### src/rtl/proc_sequencer.sv
// Instruction sequencer: fetches opcodes from the program ROM, reads the operand
// word from data RAM, drives the ULA and writes each result back to RAM word 1.
module proc_sequencer #(
    parameter int         PROG_LEN = 16,
    parameter logic [3:0] HALT_OP  = 4'hF
) (
    input  logic       clk,
    input  logic       rst,
    input  logic       start,
    input  logic       step_mode,
    input  logic       step,
    output logic [3:0] prom_addr,
    input  logic [3:0] prom_data,
    output logic       dram_addr,
    output logic       dram_we,
    output logic [7:0] dram_wdata,
    input  logic [7:0] dram_rdata,
    output logic [3:0] ula_a,
    output logic [3:0] ula_b,
    output logic [3:0] ula_op,
    input  logic [7:0] ula_out,
    output logic [3:0] pc,
    output logic [7:0] result,
    output logic       result_valid,
    output logic       busy,
    output logic       done,
    output logic [2:0] state_dbg
);

    // Handshake: start and step are single-cycle pulses with no ready; start is
    // accepted only in IDLE/DONE, step only in WAIT_STEP, and step wins if both.
    typedef enum logic [3:0] {
        S_IDLE,
        S_FETCH,
        S_DECODE,
        S_READ,
        S_EXEC,
        S_WRITE,
        S_NEXT,
        S_WAIT_STEP,
        S_DONE
    } state_t;

    localparam logic [3:0] LAST_PC = 4'(PROG_LEN - 1);

    state_t     state;
    state_t     state_nx;
    logic [3:0] op_reg;
    logic [3:0] opa_reg;
    logic [3:0] opb_reg;

    always_ff @(posedge clk) begin
        if (rst) begin
            state        <= S_IDLE;
            pc           <= 4'd0;
            op_reg       <= 4'd0;
            opa_reg      <= 4'd0;
            opb_reg      <= 4'd0;
            result       <= 8'd0;
            result_valid <= 1'b0;
        end else begin
            state        <= state_nx;
            result_valid <= 1'b0;
            case (state)
                S_IDLE, S_DONE: begin
                    if (start) pc <= 4'd0;
                end
                S_DECODE: op_reg <= prom_data;
                S_EXEC: begin
                    opa_reg <= dram_rdata[3:0];
                    opb_reg <= dram_rdata[7:4];
                end
                S_WRITE: begin
                    result       <= ula_out;
                    result_valid <= 1'b1;
                end
                S_NEXT: begin
                    if (pc != LAST_PC) pc <= pc + 4'd1;
                end
                default: ;
            endcase
        end
    end

    always_comb begin
        state_nx   = state;
        dram_addr  = 1'b0;
        dram_we    = 1'b0;
        dram_wdata = ula_out;
        busy       = 1'b1;
        done       = 1'b0;
        state_dbg  = 3'd0;
        case (state)
            S_IDLE: begin
                busy = 1'b0;
                if (start) state_nx = S_FETCH;
            end
            S_FETCH: begin
                state_dbg = 3'd1;
                state_nx  = S_DECODE;
            end
            S_DECODE: begin
                state_dbg = 3'd2;
                state_nx  = (prom_data == HALT_OP) ? S_DONE : S_READ;
            end
            S_READ: begin
                state_dbg = 3'd3;
                state_nx  = S_EXEC;
            end
            S_EXEC: begin
                state_dbg = 3'd4;
                state_nx  = S_WRITE;
            end
            S_WRITE: begin
                // Write is suppressed while rst is high so a reset never leaves a partial result.
                state_dbg = 3'd5;
                dram_addr = 1'b1;
                dram_we   = ~rst;
                state_nx  = S_NEXT;
            end
            S_NEXT: begin
                state_dbg = 3'd6;
                if (pc == LAST_PC)  state_nx = S_DONE;
                else if (step_mode) state_nx = S_WAIT_STEP;
                else                state_nx = S_FETCH;
            end
            S_WAIT_STEP: begin
                state_dbg = 3'd7;
                if (step) state_nx = S_FETCH;
            end
            S_DONE: begin
                state_dbg = 3'd7;
                busy      = 1'b0;
                done      = 1'b1;
                if (start) state_nx = S_FETCH;
            end
            default: state_nx = S_IDLE;
        endcase
    end

    assign prom_addr = pc;
    assign ula_op    = op_reg;
    assign ula_a     = opa_reg;
    assign ula_b     = opb_reg;

endmodule
### config.mk
export PLATFORM = sky130hd
export DESIGN_NAME = proc_sequencer
export DESIGN_NICKNAME = d
export VERILOG_FILES = /design/src/rtl/proc_sequencer.sv
export SDC_FILE = /design/constraint.sdc
export NUM_CORES = 1
export LEC_CHECK = 0
export ABC_AREA = 0
export BUFFER_PORTS_ARGS = -buffer_cell sky130_fd_sc_hd__buf_4
export CAP_MARGIN = 20
export CORE_AREA = 3 3 99 54
export DETAILED_ROUTE_END_ITERATION = 16
export DIE_AREA = 0 0 102 57
export PLACE_DENSITY = 0.61
export SETUP_SLACK_MARGIN = 0.15
export SLEW_MARGIN = 5
export SYNTH_ARGS = -nofsm -noshare
export SYNTH_HDL_FRONTEND = slang
export SYNTH_SLANG_ARGS = --single-unit
export TNS_END_PERCENT = 50
### constraint.sdc
create_clock -name clk -period 1.9 [get_ports clk]
set_input_delay 0.38 -clock clk [delete_from_list [all_inputs] [get_ports clk]]
set_output_delay 0.38 -clock clk [all_outputs]
set_load 0.03 [all_outputs]
==> summary.txt, run 1 <==
Clock network
  – Clock tree from TritonCTS: built
  – CTS Root Cell: clkbuf_8
  – Clock-pin slew on the worst setup and hold paths: around 0.060 ns
  – Number of H-tree levels: 2
  – Later-pin clock latency in the skew report: 0.27 ns
  – Clock buffer depth: 2
  – CTS Buf Count: 5
  – Count of clock tree sinks: 29

Logic synthesis
  – Synth Flop Type: dfxtp_1
  – Post-synthesis sequential area ratio: between 40% and 50%
  – FFs w/ async S/R, synth: 0%
  – Ys Warns: 0
  – Syn Nets: 189
  – FF+latch count, synth: 29
  – Post-synth EDFFs: 0
  – Cell Area, Synth: approximately 0.0014 mm2
  – Avg Cell Area, Syn: 8.28 um2
  – Synth cell types: 36
  – Post-synthesis cell count: 163

Timing
  – Slew Viols, Final: 0
  – Final worst slack: 0.109 ns
  – Final hold violations: 0
  – Slew at the pin closest to its max-slew limit: 0.491 ns
  – Final setup violation count: 0
  – Rel. slew slack: 67.1%
  – RSZ-0062 raised after global routing: yes
  – Fmax: between 500 and 600 MHz
  – Setup TNS: 0 ns
  – Clock skew: 0.00458 ns
  – Final worst path period share: a little over nine tenths
  – Hold Slack: about 0.35 ns
  – Final min period: 1.79 ns

Floorplan
  – Die Area: a little under 0.006 mm2
  – FP Rows: 17
  – Initial core utilization: 30.5%
  – Die Y-Extent: between 50 and 60 um
  – Area of the core: roughly 0.0044 mm2
  – Die Span X: approximately 100 um
  – I/O pin cnt: a little under 70

Power
  – Combinational share of power: 23.9%
  – P_leak: between 0.8 and 0.9 nW
  – Peak VDD IR: between 200 and 300 uV
  – P_sw: approximately 0.00043 W
  – Clock power frac: between 30% and 40%
  – PD cells: 729 mW/mm2
  – Pint: 0.00105 W
  – Part of the power in registers: a little over two fifths
  – Sw Ratio: roughly 29%

Finish
  – Ant. Diodes: 0
  – Fill count: 458
  – Non-Filler Instances: around 290
  – P&R area growth vs syn: 49.8%
  – Most frequent cells in the layout: buf_4, nand2_1, dfxtp_1, a21oi_1, nor2_1
  – Most common cell after layout, fill and taps aside: buf_4
  – Layout cells sized above 1: 43.9%
  – Nets: 255

GRT
  – Global-route wire length before repair: between 5 and 6 mm
  – Overflow after GRT: 0
  – Initial antenna violation count: 0
  – Largest net degree at the start of global routing: 29
  – Vias in the first global route: approximately 1200
  – Total GRT Usage: 12.1%

Setup path
  – CP max stage cell: or4b_4
  – Worst r2r src: pc[0]
  – Critical path capture point type: primary output
  – R2R Path End: state[1]
  – Worst setup SP type: register
  – Worst Path Buf+Inv: 1
  – CP arrival: 1.41 ns
  – Setup crit end: state_dbg[0]
  – CP max stage delay: about 0.59 ns
  – Kind of cell adding the most delay to the critical path: simple AND/OR/NAND/NOR gates
  – CP cell instances: or4b_4, o21ai_4, buf_6
  – Critical path class: register to primary output
  – Number of cells on the worst reg-to-reg path: 5
  – Largest fanout on the critical path: 5
  – Crit path from: state[1]
  – CP Data Required Time: 1.52 ns
  – R2R Setup Slk: around 0.27 ns
  – CP Depth: 3

Hold path
  – Hold/Removal Path Class: primary input to register

Place
  – Buffers on Ports: 68
  – Detailed placement HPWL: ~2.6 mm
  – Gp weighted congestion: between 0.7 and 0.8
  – Placed cells: between 200 and 300
  – Place WS: 0.219 ns

Status
  – Status: finished, final reports clean

Drt
  – Via density: between 4 and 5
  – Residual DRC: 0
  – Via count: 1308
  – Drt initial violations: slightly below 70
  – Final Routed Wirelength: 3.55 mm
  – Pre-Repair DR Iteration Count: 4
  – DRT antenna net count: 0
  – Per-cell routed wire length: about 12 um

Job
  – Max_cap viols: 0
==> cells in the mapped netlist, types with 2 or more instances <==
cell type / count / area, um2
mux2i_1: 4 / 40.0
nor3_1: 3 / 15.0
buf_2: 2 / 10.0
clkbuf_1: 2 / 7.51
xor2_1: 2 / 17.5
and3_1: 2 / 12.5
nand2b_1: 4 / 25.0
nor2_1: 10 / 37.5
inv_1: 4 / 15.0
nand3_1: 5 / 25.0
a21oi_1: 21 / 105
or4b_4: 2 / 27.5
nand2_1: 38 / 143
buf_4: 13 / 97.6
dfxtp_1: 29 / 581
nor2_2: 2 / 12.5
==> metrics by stage <==
| step | power [W] | cell area [um2] | utilization (%) |
|---|---|---|---|
| floorplan | 0.000874 | 1350 | - |
| global placement | 0.000987 | 1840 | 41.6 |
| detailed placement | 0.000990 | 1840 | 41.6 |
| CTS | 0.00148 | 1960 | 44.4 |
| global route | 0.00156 | 2020 | 45.7 |
| finish | 0.00147 | 2020 | 45.7 |
==> sequential cells by signal, indices dropped and copies added, names as in the netlist <==
signal and flops:
pc 4, ula_a 4, result 8, state 4, ula_b 4, result_valid 1
ula_op 4
==> cell families (layout without fill, tap and decap cells) <==
group / count (synthesis) / after routing / share of synthesized area, %
AOI/OAI and AO/OA: 28 / 28 / 12.4
xor gates and xnor gates: 2 / 2 / 1.30
adders and majority gates: 1 / 1 / 0.927
buffers and inverters: 24 / 91 / 11.1
DFF: 29 / 29 / 43.0
muxes: 4 / 4 / 2.97
and+or+nand+nor: 75 / 75 / 28.3
==> how the worst min path moves through the flow <==
stage	start	to	slack, ns	cells past startpoint
after global routing	dram_rdata[4]	ula_b[0]	0.35	3
after detailed placement	ula_b[0]	ula_b[0]	0.45	2
after floorplan	state[3]	state[1]	0.49	1
after CTS	prom_data[2]	ula_op[2]	0.34	3
after global placement	ula_b[1]	ula_b[1]	0.45	2
final	prom_data[2]	ula_op[2]	0.35	3
==> power groups by stage <==
stage                     sequential [W]  combinational, W  clock [W]
after CTS                       0.000648          0.000337   0.000494
after detailed placement        0.000661          0.000329          0
after global placement          0.000660          0.000327          0
final                           0.000648          0.000353   0.000473
after floorplan                 0.000683          0.000191          0
after global routing            0.000651          0.000378   0.000529
==> per-layer routing <==
| layer | track usage, % | share of wire, % | vias to the layer above |
|---|---|---|---|
| met4 | 3.93 | 0.82 | 0 |
| met1 | 15.1 | 44 | 606 |
| met2 | 20.0 | 50 | 28 |
| met3 | 3.54 | 5.2 | 2 |
| met5 | 0 | 0 | - |
| li1 | - | - | 672 |
==> final cells by class <==
type,count,area [um2],share of cell area [%]
inverter,5,26.3,1.30
tap,57,71.3,3.53
timing repair buffer,78,608,30.1
clock buffer,8,80.1,3.96
multi-input combinational,110,646,31.9
sequential,29,591,29.2
==> worst reg2reg max path: cells and delay by family (launching register included) <==
| family | cells | cell delay [ns] |
|---|---|---|
| AOI/OAI and AO/OA | 3 | 0.69 |
| adders and majority gates | 1 | 0.25 |
| DFF | 1 | 0.35 |
| and+or+nand+nor | 1 | 0.24 |
==> what timing repair did <==
| action | in CTS | in global routing |
|---|---|---|
| pin swaps | 1 | 2 |
| setup buffers | 0 | 5 |
| setup endpoints to repair | 6 | 6 |
| hold buffers | 0 | 0 |
| resized for setup | 14 | 7 |
No activity file was read; power rests on OpenSTA's default activity.
==> inputs of run 2 (changes only) <==
--- a/config.mk
+++ b/config.mk
@@ -9,6 +9,7 @@
 export BUFFER_PORTS_ARGS = -buffer_cell sky130_fd_sc_hd__buf_4
 export CAP_MARGIN = 20
 export CORE_AREA = 3 3 99 54
+export CTS_BUF_LIST = sky130_fd_sc_hd__clkbuf_16
 export DETAILED_ROUTE_END_ITERATION = 16
 export DIE_AREA = 0 0 102 57
 export PLACE_DENSITY = 0.61
==> run 2 against run 1 <==
First-iteration DRC count grew 4.3%. Cell count unchanged. Hold slack better by 0.0066 ns. Design area grew 2.8%. Setup slack improved by 0.0091 ns. Sequential power barely moved. Routed wire length increased by 0.62%. Die area stayed put. Clock power rose by 49%. Core utilization increased by 1.3 points. Global-route usage did not move. Non-clock buffer count unchanged. Critical path type unchanged.
==> summary.txt, run 2 (synthesis results as in run 1) <==
Status
  – Status: finished, final reports clean (unchanged)

Setup path
  – Number of cells on the worst reg-to-reg path: 5 (unchanged)
  – CP max stage cell: or4b_4 (unchanged)
  – R2R Setup Slk: 0.27 ns (about the same)
  – Critical path capture point type: primary output (unchanged)
  – CP cell instances: or4b_4, o21ai_4, buf_6 (unchanged)
  – CP Data Required Time: 1.52 ns (about the same)
  – Critical path class: register to primary output (unchanged)
  – CP arrival: 1.40 ns (was 1.41 ns)
  – Worst setup SP type: register (unchanged)
  – Crit path from: state[1] (unchanged)
  – Worst r2r src: pc[0] (unchanged)
  – Largest fanout on the critical path: 5 (unchanged)
  – Setup crit end: state_dbg[0] (unchanged)
  – CP max stage delay: 0.59 ns (about the same)
  – R2R Path End: state[1] (unchanged)

Finish
  – Sequential Area: 591 um2 (unchanged)
  – Multi-input gate area: 646 um2 (unchanged)
  – P&R area growth vs syn: 53.9% (was 49.8%)
  – Fill count: 449 (was 458)
  – Most frequent cells in the layout: buf_4, nand2_1, dfxtp_1, a21oi_1, nor2_1 (unchanged)
  – Final core occ: 47.0% (was 45.7%)
  – Layout cells sized above 1: 43.9% (unchanged)
  – Max FFs per register: 8 (unchanged)
  – Ant. Diodes: 0 (unchanged)
  – Top reg by flops: result (unchanged)
  – Most common cell after layout, fill and taps aside: buf_4 (unchanged)
  – Nets: 255 (unchanged)

Timing
  – Final hold violations: 0 (unchanged)
  – Final worst path period share: 93.8% (was 94.3%)
  – Final min period: 1.78 ns (was 1.79 ns)
  – Slew Viols, Final: 0 (unchanged)
  – Setup TNS: 0 ns (unchanged)
  – Rel. slew slack: 66.2% (was 67.1%)
  – Slew at the pin closest to its max-slew limit: 0.504 ns (was 0.491 ns)
  – Final setup violation count: 0 (unchanged)
  – Clock skew: 0.00376 ns (was 0.00458 ns)
  – Fmax: 561 MHz (was 558 MHz)
  – RSZ-0062 raised after global routing: yes (unchanged)
  – Final worst slack: 0.118 ns (was 0.109 ns)

Clock network
  – Hold-fix buffers, CTS: 0 (unchanged)
  – CTS Root Cell: clkbuf_16 (was clkbuf_8)
  – Clock-pin slew on the worst setup and hold paths: 0.05 ns (was 0.06 ns)
  – CTS Buf Count: 5 (unchanged)
  – Number of H-tree levels: 2 (unchanged)
  – Later-pin clock latency in the skew report: 0.26 ns (was 0.27 ns)
  – Clock buffer depth: 2 (unchanged)
  – Clock tree from TritonCTS: built (unchanged)
  – Count of clock tree sinks: 29 (unchanged)

Drt
  – Via count: 1301 (was 1308)
  – Final Routed Wirelength: 3.57 mm (was 3.55 mm)
  – Drt initial violations: 72 (was 69)
  – DRT antenna net count: 0 (unchanged)
  – Residual DRC: 0 (unchanged)
  – Via density: 4.53 (was 4.56)
  – Pre-Repair DR Iteration Count: 4 (unchanged)
  – Per-cell routed wire length: 12.4 um (about the same)

Floorplan
  – FP Rows: 17 (unchanged)
  – Area of the core: 0.00442 mm2 (unchanged)
  – Die Y-Extent: 57 um (unchanged)
  – Die Span X: 102 um (unchanged)
  – Die Area: 0.00581 mm2 (unchanged)
  – I/O pin cnt: 69 (unchanged)
  – Initial core utilization: 30.5% (unchanged)

GRT
  – Initial antenna violation count: 0 (unchanged)
  – Total GRT Usage: 12.1% (unchanged)
  – Largest net degree at the start of global routing: 29 (unchanged)
  – Overflow after GRT: 0 (unchanged)
  – Global-route wire length before repair: 5.66 mm (was 5.68 mm)
  – Vias in the first global route: 1245 (unchanged)

Job
  – Max_cap viols: 0 (unchanged)

Place
  – Buffers on Ports: 68 (unchanged)
  – Place WS: 0.219 ns (unchanged)
  – Detailed placement HPWL: 2.64 mm (unchanged)
  – Gp weighted congestion: 0.780 (unchanged)

Power
  – P_sw: 0.000453 W (was 0.000428 W)
  – P_leak: 0.927 nW (was 0.889 nW)
  – Part of the power in registers: 38.0% (was 44.0%)
  – Clock power frac: 41.3% (was 32.1%)
  – Peak VDD IR: 428 uV (was 298 uV)
  – PD cells: 822 mW/mm2 (was 729 mW/mm2)
  – Pint: 0.00126 W (was 0.00105 W)
  – Combinational share of power: 20.7% (was 23.9%)
  – Sw Ratio: 26.5% (was 29.0%)
  – Final Total Pwr: 0.00171 W (was 0.00147 W)

Hold path
  – Hold/Removal Path Class: primary input to register (unchanged)
## run 2: what timing repair did
item                       4_1_cts  5_1_grt
gates resized for setup         14        7
buffers inserted                 0        5
setup endpoints to repair        6        6
pin swaps                        1        2
## run 2: worst min path at each step
stage	startpoint	end	slack, ns	depth (start not counted)
after global placement	ula_b[1]	ula_b[1]	0.45	2
after floorplan	state[3]	state[1]	0.49	1
final	prom_data[2]	ula_op[2]	0.36	3
after global routing	dram_rdata[4]	ula_b[0]	0.36	3
after CTS	prom_data[2]	ula_op[2]	0.36	3
after detailed placement	ula_b[0]	ula_b[0]	0.45	2
## run 2: metrics by stage
stage	std cells	hold slack [ns]	cell area (um2)
after floorplan	163	0.489	1350
after global placement	274	0.445	1840
after detailed placement	274	0.451	1840
after CTS	282	0.356	2020
after global routing	287	0.360	2080
final	287	0.359	2080
## run 2: final cells by class
class / instances / share of cell area, %
inverters: 5 / 1.26
multi-input cells: 110 / 31.1
flip-flops and latches: 29 / 28.4
clock inverters: 3 / 0.542
well taps: 57 / 3.43
repair buffers: 78 / 29.3
clock buffers: 5 / 6.02
## run 2: routing by layer
layer | GRT usage (%) | vias up | wire length (um)
met3 | 3.54 | 4 | 185
met4 | 3.93 | 0 | 34
met5 | 0 | - | 0
met1 | 15.2 | 594 | 1570
li1 | - | 672 | -
met2 | 19.9 | 31 | 1780
## run 2: worst max-delay path: cells and delay by family, from the launching register on
kind,cells,cell delay [ns]
AOI/OAI and AO/OA,1,0.09
buffers and inverters,1,0.14
DFF,1,0.32
and+or+nand+nor,1,0.59
## run 2: power groups by stage
stage | Sequential (W) | Clock [W] | Combinational (W)
finish | 0.000650 | 0.000705 | 0.000353
global route | 0.000652 | 0.000768 | 0.000378
CTS | 0.000650 | 0.000730 | 0.000337
detailed placement | 0.000661 | 0 | 0.000329
global placement | 0.000660 | 0 | 0.000327
floorplan | 0.000683 | 0 | 0.000191
==> inputs of run 3 (changes only) <==
--- a/config.mk
+++ b/config.mk
@@ -12,9 +12,9 @@
 export CTS_BUF_LIST = sky130_fd_sc_hd__clkbuf_16
 export DETAILED_ROUTE_END_ITERATION = 16
 export DIE_AREA = 0 0 102 57
-export PLACE_DENSITY = 0.61
+export PLACE_DENSITY = 0.63
 export SETUP_SLACK_MARGIN = 0.15
-export SLEW_MARGIN = 5
+export SLEW_MARGIN = 10
 export SYNTH_ARGS = -nofsm -noshare
 export SYNTH_HDL_FRONTEND = slang
 export SYNTH_SLANG_ARGS = --single-unit
==> constraint.sdc (replaced) <==
create_clock -name clk -period 1.5 [get_ports clk]
set_input_delay 0.3 -clock clk [delete_from_list [all_inputs] [get_ports clk]]
set_output_delay 0.3 -clock clk [all_outputs]
set_load 0.03 [all_outputs]
==> run 3 against run 2 <==
Sequential share of layout area is 2.2 points lower. Register-to-register slack worse by 0.22 ns. Global-route usage is 0.66 points higher. Via count is 5.5% higher. The flow now finishes with violations (negative setup slack). Critical path depth stayed put. Design area is 8.7% higher. Clock power is 30% higher. Largest power group unchanged.
==> summary.txt, run 3 (synthesis results as in run 1) <==
Floorplan
  – Die Span X: 102 um (unchanged)
  – Area of the core: 0.00442 mm2 (unchanged)
  – I/O pin cnt: 69 (unchanged)
  – Die Y-Extent: 57 um (unchanged)
  – Die Area: 0.00581 mm2 (unchanged)
  – Initial core utilization: 30.5% (unchanged)
  – FP Rows: 17 (unchanged)

Power
  – Peak VDD IR: 518 uV (was 428 uV)
  – PD cells: 1010 mW/mm2 (was 822 mW/mm2)
  – P_leak: 0.972 nW (was 0.927 nW)

Drt
  – Pre-Repair DR Iteration Count: 4 (unchanged)
  – Final Routed Wirelength: 3.73 mm (was 3.57 mm)
  – Via count: 1372 (was 1301)
  – Drt initial violations: 44 (was 72)
  – Residual DRC: 0 (unchanged)
  – Per-cell routed wire length: 12.6 um (was 12.4 um)
  – DRT antenna net count: 0 (unchanged)
  – Via density: 4.64 (was 4.53)

GRT
  – Total GRT Usage: 12.7% (was 12.1%)
  – Global-route wire length before repair: 5.96 mm (was 5.66 mm)
  – Largest net degree at the start of global routing: 29 (unchanged)
  – Overflow after GRT: 0 (unchanged)
  – Initial antenna violation count: 0 (unchanged)
  – Vias in the first global route: 1267 (was 1245)

Timing
  – Final hold violations: 0 (unchanged)
  – Hold Slack: 0.277 ns (was 0.359 ns)
  – Clock skew: 0.00388 ns (was 0.00376 ns)
  – Final worst path period share: 115%
  – Final min period: between 1.5 and 2 ns
  – Fmax: just under 600 MHz
  – Slew Viols, Final: 0 (unchanged)
  – Rel. slew slack: 77.3% (was 66.2%)
  – Final setup violation count: 7 (was 0)
  – RSZ-0062 raised after global routing: yes (unchanged)
  – Slew at the pin closest to its max-slew limit: 0.340 ns (was 0.504 ns)
  – Final worst slack: -0.232 ns (was 0.118 ns)

Place
  – Placed cells: 284 (was 274)
  – Buffers on Ports: 68 (unchanged)
  – Gp weighted congestion: 0.789 (was 0.780)
  – Detailed placement HPWL: 2.79 mm (was 2.64 mm)

Clock network
  – Clock tree from TritonCTS: built (unchanged)
  – CTS Buf Count: 5 (unchanged)
  – Clock-pin slew on the worst setup and hold paths: 0.05 ns (about the same)
  – Count of clock tree sinks: 29 (unchanged)
  – Number of H-tree levels: 2 (unchanged)
  – CTS Root Cell: clkbuf_16 (unchanged)
  – Clock buffer depth: 2 (unchanged)
  – Later-pin clock latency in the skew report: 0.27 ns (was 0.26 ns)
  – Hold-fix buffers, CTS: 0 (unchanged)

Setup path
  – Number of cells on the worst reg-to-reg path: 6 (was 5)
  – Critical path capture point type: primary output (unchanged)
  – Worst Path Buf+Inv: 1 (unchanged)
  – Critical path class: register to primary output (unchanged)
  – Worst setup SP type: register (unchanged)
  – Worst r2r src: state[0] (was pc[0])
  – CP cell instances: or4b_4, o21ai_2, buf_6 (was or4b_4, o21ai_4, buf_6)
  – Kind of cell adding the most delay to the critical path: simple AND/OR/NAND/NOR gates (unchanged)
  – R2R Path End: pc[1] (was state[1])
  – CP arrival: 1.43 ns (was 1.40 ns)
  – R2R Setup Slk: 0.05 ns (was 0.27 ns)
  – Largest fanout on the critical path: 5 (unchanged)
  – CP Data Required Time: 1.20 ns (was 1.52 ns)
  – CP max stage delay: 0.59 ns (about the same)
  – CP max stage cell: or4b_4 (unchanged)

Job
  – Max_cap viols: 0 (unchanged)

Finish
  – Most frequent cells in the layout: buf_4, nand2_1, dfxtp_1, a21oi_1, buf_6 (was buf_4, nand2_1, dfxtp_1, a21oi_1, nor2_1)
  – Max FFs per register: 8 (unchanged)
  – Most common cell after layout, fill and taps aside: buf_4 (unchanged)
  – Nets: 264 (was 255)
  – Non-Filler Instances: 296 (was 287)
  – P&R area growth vs syn: 67.4% (was 53.9%)
  – Ant. Diodes: 0 (unchanged)
  – Top reg by flops: result (unchanged)
  – Final core occ: 51.1% (was 47.0%)
  – Layout cells sized above 1: 54.4% (was 43.9%)

Status
  – Status: finished, violations left (was finished, final reports clean)
  – Failing checks: negative setup slack

Hold path
  – Hold Crit Start: prom_data[3] (was prom_data[2])
  – Hold/Removal Path Class: primary input to register (unchanged)
  – WHS Path Cells: 3 (unchanged)
  – Min-Delay Endpoint: ula_op[3] (was ula_op[2])
[run 3: cell count changes in the layout (fill, tap and decap cells not counted), sizes merged]
cell | before | now
buf | 78 | 87
clkinv | 0 | 3
inv | 8 | 4
clkinvlp | 0 | 1
[run 3: per-stage QoR]
stage | power (W) | instance area [um2] | setup TNS [ns] | worst slack (ns)
after floorplan | 0.00112 | 1420 | 0 | 0.0329
after global placement | 0.00130 | 1980 | 0 | 0.0214
after detailed placement | 0.00130 | 1980 | 0 | 0.00152
after CTS | 0.00227 | 2180 | -1.41 | -0.250
after global routing | 0.00241 | 2260 | -1.54 | -0.272
final | 0.00229 | 2260 | -1.27 | -0.232
[run 3: power breakdown]
| part | total (W) | internal [W] | switching [W] | leakage, nW |
|---|---|---|---|---|
| Combinational | 0.000551 | 0.000265 | 0.000285 | 0.660 |
| Clock | 0.000917 | 0.000599 | 0.000318 | 0.0748 |
| Sequential | 0.000823 | 0.000801 | 0.0000215 | 0.238 |
| Total | 0.00229 | 0.00167 | 0.000625 | 0.972 |
[run 3: final cells by class]
type,instances,area [um2]
Fill cell,409,2160
Timing Repair Buffer,87,698
Inverter,5,23.8
Tap cell,57,71.3
Clock buffer,5,125
Sequential cell,29,593
Clock inverter,3,13.8
Multi-Input combinational cell,110,734
[run 3: worst max-delay path by stage]
stage	startpoint	endpoint	slack [ns]	depth (start not counted)
global placement	state[0]	dram_we	0.02	4
detailed placement	state[0]	dram_we	0.002	4
CTS	state[0]	state_dbg[0]	-0.25	3
finish	state[1]	state_dbg[0]	-0.23	3
floorplan	state[0]	state_dbg[2]	0.03	3
global route	state[1]	state_dbg[0]	-0.27	3
[run 3: metal layers]
metal | wire length [um] | vias up | global-route usage [%]
li1 | - | 697 | -
met1 | 1620 | 650 | 16.4
met2 | 1940 | 23 | 20.7
met3 | 169 | 2 | 4.76
met4 | 8 | 0 | 2.24
met5 | 0 | - | 0
[run 3: what timing repair did]
item | 4_1_cts | 5_1_grt
pin swaps | 5 | 12
endpoints found under the hold margin | 0 | 0
gates resized for setup | 13 | 16
setup buffers | 2 | 2
setup endpoints to repair | 26 | 35
[run 3: worst reg2reg max path, stage by stage, from the launching register on]
cell     delay (ns)
dfxtp_4        0.35
buf_6          0.13
buf_6          0.11
or4b_4         0.52
nand2_2        0.09
nand3_2        0.07
a21oi_2        0.11
